## config.mk

```make
export PLATFORM = sky130hd
export DESIGN_NAME = reset_sequencer
export DESIGN_NICKNAME = d
export VERILOG_FILES = /design/src/rtl/reset_sequencer.sv
export SDC_FILE = /design/constraint.sdc
export NUM_CORES = 1
export LEC_CHECK = 0
export ABC_CLOCK_PERIOD_IN_PS = 3100
export BUFFER_PORTS_ARGS = -buffer_cell sky130_fd_sc_hd__buf_2
export CAP_MARGIN = 20
export CORE_UTILIZATION = 50
export CTS_CLUSTER_SIZE = 24
export DETAILED_ROUTE_END_ITERATION = 12
export GPL_ROUTABILITY_DRIVEN = 0
export PLACE_DENSITY = 0.71
export SYNTH_ARGS = -nofsm -noshare
export SYNTH_HDL_FRONTEND = slang
export SYNTH_SLANG_ARGS = --single-unit
export TNS_END_PERCENT = 50
```

## constraint.sdc

```tcl
create_clock -name clk -period 3.1 [get_ports clk]
set_input_delay 0.155 -clock clk [delete_from_list [all_inputs] [get_ports clk]]
set_output_delay 0.155 -clock clk [all_outputs]
set_load 0.05 [all_outputs]
```

## src/rtl/reset_sequencer.sv

```systemverilog
// rtl/reset_sequencer.sv - staged multi-domain reset release gated by synchronised clock lock
module reset_sequencer_sync #(
    parameter int STAGES = 2
) (
    input  logic clk,
    input  logic rst_n,
    input  logic din,
    output logic dout
);

    logic [STAGES-1:0] chain;

    always_ff @(posedge clk) begin
        if (!rst_n) begin
            chain <= '0;
        end else begin
            chain <= {chain[STAGES-2:0], din};
        end
    end

    assign dout = chain[STAGES-1];

endmodule

module reset_sequencer #(
    parameter int N_CH          = 3,
    parameter int STABLE_CYCLES = 16,
    parameter int STAGE_GAP     = 4,
    parameter int SYNC_STAGES   = 2
) (
    input  logic            clk,
    input  logic            rst_n,
    input  logic            locked,
    input  logic            ext_rst_req,
    output logic [N_CH-1:0] reset_out,
    output logic            seq_done,
    output logic [1:0]      state,
    output logic [7:0]      lock_loss_cnt
);

    localparam logic [1:0] HOLD    = 2'b00;
    localparam logic [1:0] RELEASE = 2'b01;
    localparam logic [1:0] RUN     = 2'b10;

    localparam int SW = (STABLE_CYCLES > 1) ? $clog2(STABLE_CYCLES) : 1;
    localparam int GW = (STAGE_GAP > 1) ? $clog2(STAGE_GAP) : 1;
    localparam int IW = (N_CH > 1) ? $clog2(N_CH) : 1;

    localparam logic [SW-1:0]   STABLE_LAST = SW'(STABLE_CYCLES - 1);
    localparam logic [GW-1:0]   GAP_LAST    = GW'(STAGE_GAP - 1);
    localparam logic [IW-1:0]   LAST_IDX    = IW'(N_CH - 1);
    localparam logic [N_CH-1:0] CH0_ONLY    = N_CH'(1);

    logic            locked_s;
    logic            req_s;
    logic            ok;
    logic [SW-1:0]   stable_cnt;
    logic [GW-1:0]   gap_cnt;
    logic [IW-1:0]   rel_idx;
    logic [N_CH-1:0] chan_mask;

    reset_sequencer_sync #(.STAGES(SYNC_STAGES)) u_sync_locked (
        .clk  (clk),
        .rst_n(rst_n),
        .din  (locked),
        .dout (locked_s)
    );

    reset_sequencer_sync #(.STAGES(SYNC_STAGES)) u_sync_req (
        .clk  (clk),
        .rst_n(rst_n),
        .din  (ext_rst_req),
        .dout (req_s)
    );

    assign ok = locked_s & ~req_s;

    // One-hot select of the channel to release next (rel_idx).
    always_comb begin
        chan_mask = '0;
        for (int i = 0; i < N_CH; i++) begin
            chan_mask[i] = (rel_idx == IW'(i));
        end
    end

    always_ff @(posedge clk) begin
        if (!rst_n) begin
            reset_out     <= '1;
            seq_done      <= 1'b0;
            state         <= HOLD;
            lock_loss_cnt <= 8'd0;
            stable_cnt    <= '0;
            gap_cnt       <= '0;
            rel_idx       <= '0;
        end else begin
            case (state)
                HOLD: begin
                    reset_out <= '1;
                    seq_done  <= 1'b0;
                    gap_cnt   <= '0;
                    rel_idx   <= '0;
                    if (!ok) begin
                        stable_cnt <= '0;
                    end else if (stable_cnt == STABLE_LAST) begin
                        stable_cnt <= '0;
                        if (N_CH == 1) begin
                            reset_out <= '0;
                            seq_done  <= 1'b1;
                            state     <= RUN;
                        end else begin
                            reset_out <= ~CH0_ONLY;
                            rel_idx   <= IW'(1);
                            state     <= RELEASE;
                        end
                    end else begin
                        stable_cnt <= stable_cnt + SW'(1);
                    end
                end

                RELEASE, RUN: begin
                    if (!ok) begin
                        // Abort: every domain back into reset at once.
                        reset_out  <= '1;
                        seq_done   <= 1'b0;
                        state      <= HOLD;
                        stable_cnt <= '0;
                        gap_cnt    <= '0;
                        rel_idx    <= '0;
                        if (!locked_s && (lock_loss_cnt != 8'hFF)) begin
                            lock_loss_cnt <= lock_loss_cnt + 8'd1;
                        end
                    end else if (state == RUN) begin
                        reset_out <= '0;
                        seq_done  <= 1'b1;
                    end else if (gap_cnt == GAP_LAST) begin
                        gap_cnt   <= '0;
                        reset_out <= reset_out & ~chan_mask;
                        rel_idx   <= rel_idx + IW'(1);
                        if (rel_idx == LAST_IDX) begin
                            seq_done <= 1'b1;
                            state    <= RUN;
                        end
                    end else begin
                        gap_cnt <= gap_cnt + GW'(1);
                    end
                end

                default: begin
                    reset_out  <= '1;
                    seq_done   <= 1'b0;
                    state      <= HOLD;
                    stable_cnt <= '0;
                    gap_cnt    <= '0;
                    rel_idx    <= '0;
                end
            endcase
        end
    end

endmodule

```

After elaboration in Yosys (flattened, before gate mapping). Cells that the tools add are included.

$add $sub $neg: 4. Equal/unequal tests: 14. Multiplexer cells: 27. Bitwise operators: 5. Reductions and logical operators: 12.

Operators by type and width (number): 2-to-1 mux 2 bit (10); 2-to-1 mux 4 bit (3); 2-to-1 mux 3 bit (3); != test 3 bit, second input constant (3); adder 8 x 1 -> 8 bit, second input constant (1); != test 8 bit, second input constant (1); case mux 2 bit (2 select lines) (2); case mux 4 bit (2 select lines) (1); 2-to-1 mux 1 bit (7); == test 2 bit, second input constant (3); != test 2 bit, second input constant (3); case mux 3 bit (2 select lines) (1); AND reduction 3 bit (2); AND reduction 5 bit (1); adder 2 x 1 -> 2 bit, second input constant (2); adder 4 x 1 -> 4 bit, second input constant (1); == test 2 x 1 -> 1 bit, second input constant (2); == test 4 bit, second input constant (1); logical NOT 2 bit (2); != test 4 bit, second input constant (1); AND reduction 2 bit (2); nonzero test 2 bit (2); bitwise AND 3 bit (1); inverter 3 bit (1); 5 further kinds (6).

Bits in registers: 26. Input bits: 4. Output and inout port bits: 14. Word-level logic and storage cells: 71.

Longest topological paths before layout.
Word-level depth: 7. Mapped depth: 7. Depth with buffers taken out: 6.

Cells and area by module. A second synthesis with hierarchy kept.

Cell total of the unflattened synthesis: 147. Area total of the unflattened synthesis: 1322.5 sq um.

Modules (own cells, without submodules): reset_sequencer (times used 1, cells an instance 139, area each 1217.4 sq um, seq. area each 440.4 sq um); reset_sequencer_sync (times used 2, cells an instance 4, area each 52.6 sq um, seq. area each 40.0 sq um).

Worst setup path before layout. Ideal clock, no wire load.

Path kind: register to register. Start: register state[0]. End: register reset_out[2]. Setup time: 0.114 ns. Arrival time: 1.970 ns. Required time: 2.986 ns. Path slack: 1.016 ns. Cell stages (with the launch flop): 7. Path buffers: 0. Clock period less this slack: 2.084 ns. Path through: dfxtp_1 -> inv_1 -> ha_1 -> nand3b_2 -> or3_4 -> a21o_1 -> a21o_1.

Cells in the longest elaborated chain, start to end: 4. Elaborated cells on any way between the ends: 8. Those cells by class: 3 x eq/ne; 3 x mux; 2 x reduce/logical.

Ends and longest elaborated chain: start: declaration (line 37) `output logic [1:0] state,`; start signal: assignment (line 90) `state <= HOLD;`; start signal: assignment (line 109) `state <= RUN;`; start signal: assignment (line 113) `state <= RELEASE;`; == test 2 bit (line 96, 132); 2-to-1 mux 3 bit (line 132) `end else if (state == RUN) begin`; 2-to-1 mux 3 bit (line 121) `if (!ok) begin`; case mux 3 bit (2 select lines) (line 96) `case (state)`; end signal: assignment (line 111) `reset_out <= ~CH0_ONLY;`; end signal: assignment (line 137) `reset_out <= reset_out & ~chan_mask;`; end: declaration (line 35) `output logic [N_CH-1:0] reset_out,`.

Parallel ways exist; a longest one is shown, timed or not. A chain may end at the register's enable or synchronous reset.

Final worst setup path.
Start: register state[1]. End: register reset_out[2].

The elaborated chain is that of the path after synthesis.

==> flow_summary_export.csv <==
group,metric,value,unit
outcome,status,"complete, no violations",
global_routing,grt_max_degree,19,
logic_synthesis,synth_commonest_cells,"dfxtp_1 (26), nor2_1 (16), o21ai_0 (11)",
place,portBuffers,17,
logic_synthesis,synth_adder_area_share,9.625,%
power_and_ir_drop,combPwrFrac,2.6,%
logic_synthesis,synthesis.nets,160,
floorplan,fp.coreArea,2477,µm²
clock_network,clk_pin_slew_worst_paths,0.14,ns
logic_synthesis,yosysWarningCount,0,
power_and_ir_drop,cellLeakagePower,0.5905,nW
power_and_ir_drop,switching_power,0.0001032,W
clock_network,cts_resized,0,
cells_and_area,finalNetCount,179,
route,vias,1071,
route,drtIter0Drc,15,
route,vias_per_cell,5.549,
global_routing,antenna_found_initial,0,
power_and_ir_drop,power_density,341.9,nW/µm²
power_and_ir_drop,power,0.0004903,W
clock_network,cts_buffers,3,
setup_path,path_class,"reg2reg",
run,maxCapViolations,0,
sta,drv_slew,0,
logic_synthesis,synth_compound_area_share,17.52,%
logic_synthesis,yosys.area_share.xor_xnor,2.695,%
setup_path,r2r_cells,6,
power_and_ir_drop,clkPwrFrac,28.3,%
route,drt-total-wl,2.463,mm
route,wl_per_cell,12.76,µm
global_routing,grt_pass1_wl,3.912,mm
cells_and_area,utilization,57.88,%
logic_synthesis,ys_seq_area_share,40.04,%
sta,clock_skew,0.006671,ns
sta,fmax,0.4864,GHz
setup_path,crit_chain,"inv_1, ha_1, nand3b_2, or3_4, a21o_1, a21o_1",
hold_path,hold_path_end,"u_sync_req.chain[0]",
clock_network,h-tree-depth,1,
floorplan,rows,18,
setup_path,worst_ep_arrival_time,2.27,ns
clock_network,post_cts_buffers,0,
sta,rsz0062_at_grt,"no",
floorplan,design.die.area,2808,µm²
global_routing,first_global_vias,933,
clock_network,cts_buffer_depth,2,
setup_path,cp.required,3.32,ns
logic_synthesis,synthSimpleGateAreaFrac,25.70,%
cells_and_area,multi_input_area,742.0,µm²
cells_and_area,drive_gt1_share,14.11,%
setup_path,crit_path_start_kind,"flop",
clock_network,hold_buffers,0,
setup_path,path_buf_inv,1,
setup_path,r2r_setup_slack,1.04,ns
logic_synthesis,synth_area_leaders,"dfxtp_1 (40%), ha_1 (9.6%), nor2_1 (4.6%)",
setup_path,cp_top_family,"adder cells",
route,drc,0,
power_and_ir_drop,p_seq_share,69.1,%
floorplan,start_util,52.47,%
setup_path,worst_r2r_endpoint,"reset_out[2]",
sta,period_share,66.32,%
floorplan,die_w,52.99,µm
cells_and_area,seq_area,520.5,µm²
cells_and_area,antenna_cells,0,
cells_and_area,fill_cells,242,
power_and_ir_drop,ir_drop,281.9,µV
setup_path,slowest_delay,0.59,ns
power_and_ir_drop,intPower,0.0003870,W
setup_path,slowest_stage,"ha_1",
hold_path,worstHoldStart,"ext_rst_req",
setup_path,reg2reg_from,"state[1]",
sta,layout_setup_ws,1.044,ns
clock_network,insertion_delay,0.31,ns
logic_synthesis,synth-main-ff-cell,"dfxtp_1",
global_routing,track_usage,18.73,%
route,first_pass_iters,5,
logic_synthesis,synth_area,1300,µm²
global_routing,grt.overflow.total,0,
sta,setup_viol,0,
clock_network,tritoncts,"yes",
logic_synthesis,synthArstFlopShare,0,%
power_and_ir_drop,netSwitchingFraction,21.06,%
logic_synthesis,ys_ff_latch,26,
logic_synthesis,yosys.area.top_type,"dfxtp_1",
sta,tightestPinTransition,0.4739,ns
sta,setup-tns-final,0,ns
place,dp_slack,1.089,ns
place,dp_hpwl,1.840,mm
floorplan,io_pins,18,
cells_and_area,syn_to_final_growth,10.30,%
logic_synthesis,netlist.area_leader.share,40.04,%
setup_path,crit_fanout,18,
sta,min_period,2.056,ns
setup_path,cp_common_cell,"a21o_1",
route,antenna_left,0,
logic_synthesis,synth_top_family_by_area,"simple AND/OR/NAND/NOR gates",
cells_and_area,fin_cells,193,
setup_path,cp-end-kind,"flop",
logic_synthesis,synth_area_per_cell,8.904,µm²
logic_synthesis,netlist_instances,146,
floorplan,die_height,52.99,µm
place,place_inst,190,
logic_synthesis,ys_types,41,
hold_path,hp-class,"in2reg",
clock_network,cts_sinks,26,
logic_synthesis,yosys.cell_count.top_type,"dfxtp_1",
logic_synthesis,synthMuxAreaShare,1.540,%
sta,max_slew_margin,68.41,%
logic_synthesis,synth_edf_count,0,
sta,hold_violations,0,
hold_path,whs_path_depth,2,
clock_network,root_buffer,"clkbuf_4",
==> flip-flops by register name, summed over array words and instances (netlist names), 2 cells and up <==
register	cells
gap_cnt	2
lock_loss_cnt	8
rel_idx	2
reset_out	3
stable_cnt	4
state	2
u_sync_locked.chain	2
u_sync_req.chain	2
==> cells by family (layout without fill, tap and decap cells) <==
family | Yosys count | in the layout
AOI/OAI and AO/OA | 36 | 36
xor gates and xnor gates | 4 | 4
adders and majority gates | 10 | 10
buffers and inverters | 10 | 27
DFF | 26 | 26
muxes | 2 | 2
and+or+nand+nor | 58 | 58
==> power by group through the flow <==
stage | sequential, W | combinational [W] | clock, W
2_1_floorplan | 0.000346 | 0.00000852 | 0
4_1_cts | 0.000339 | 0.0000126 | 0.000139
3_5_place_dp | 0.000346 | 0.0000126 | 0
6_report | 0.000339 | 0.0000127 | 0.000139
3_3_place_gp | 0.000346 | 0.0000124 | 0
5_1_grt | 0.000339 | 0.0000142 | 0.000151
==> routing by layer <==
metal,share of wire [%],vias to the layer above,global-route usage [%]
met5,0,-,0
met4,0.49,0,3.947
met3,2.7,2,3.448
met2,50,17,33.97
met1,47,499,22.65
li1,-,553,-
==> per-stage QoR <==
| step | area, µm² | hold slack, ns |
|---|---|---|
| 3_5_place_dp | 1411 | 0.3649 |
| 6_report | 1434 | 0.03776 |
| 5_1_grt | 1434 | 0.04558 |
| 3_3_place_gp | 1411 | 0.3622 |
| 2_1_floorplan | 1300 | 0.2823 |
| 4_1_cts | 1434 | 0.03917 |
==> layout by cell type (no fill, tap or decap), drive strengths merged, types with 2 or more instances in the layout <==
master / count
nor2b: 4
a21oi: 8
nor2: 16
mux2i: 2
nand2b: 2
o21ai: 12
nor3: 4
dfxtp: 26
a21o: 4
a21boi: 2
buf: 17
nand3b: 2
nand3: 5
xnor2: 2
inv: 7
xor2: 2
nand2: 6
nand4b: 2
clkbuf: 3
ha: 10
and2: 5
a211oi: 4
==> how the worst max path moves through the flow <==
stage               cells past startpoint  slack [ns]           end      from
global placement                        6        1.20  reset_out[1]  state[0]
global route                            6        0.89      state[1]  state[0]
CTS                                     6        1.06  reset_out[2]  state[0]
floorplan                               6        1.02  reset_out[2]  state[0]
detailed placement                      6        1.09  reset_out[2]  state[0]
finish                                  6        1.04  reset_out[2]  state[1]
==> cell type report <==
type                            count  share of cell area (%)
Inverter                            7                   1.832
Sequential cell                    26                   36.30
Clock buffer                        3                   1.571
Timing Repair Buffer               17                   5.934
Multi-Input combinational cell    110                   51.75
Tap cell                           30                   2.618
Note: power is estimated with default switching activity, not from simulation.
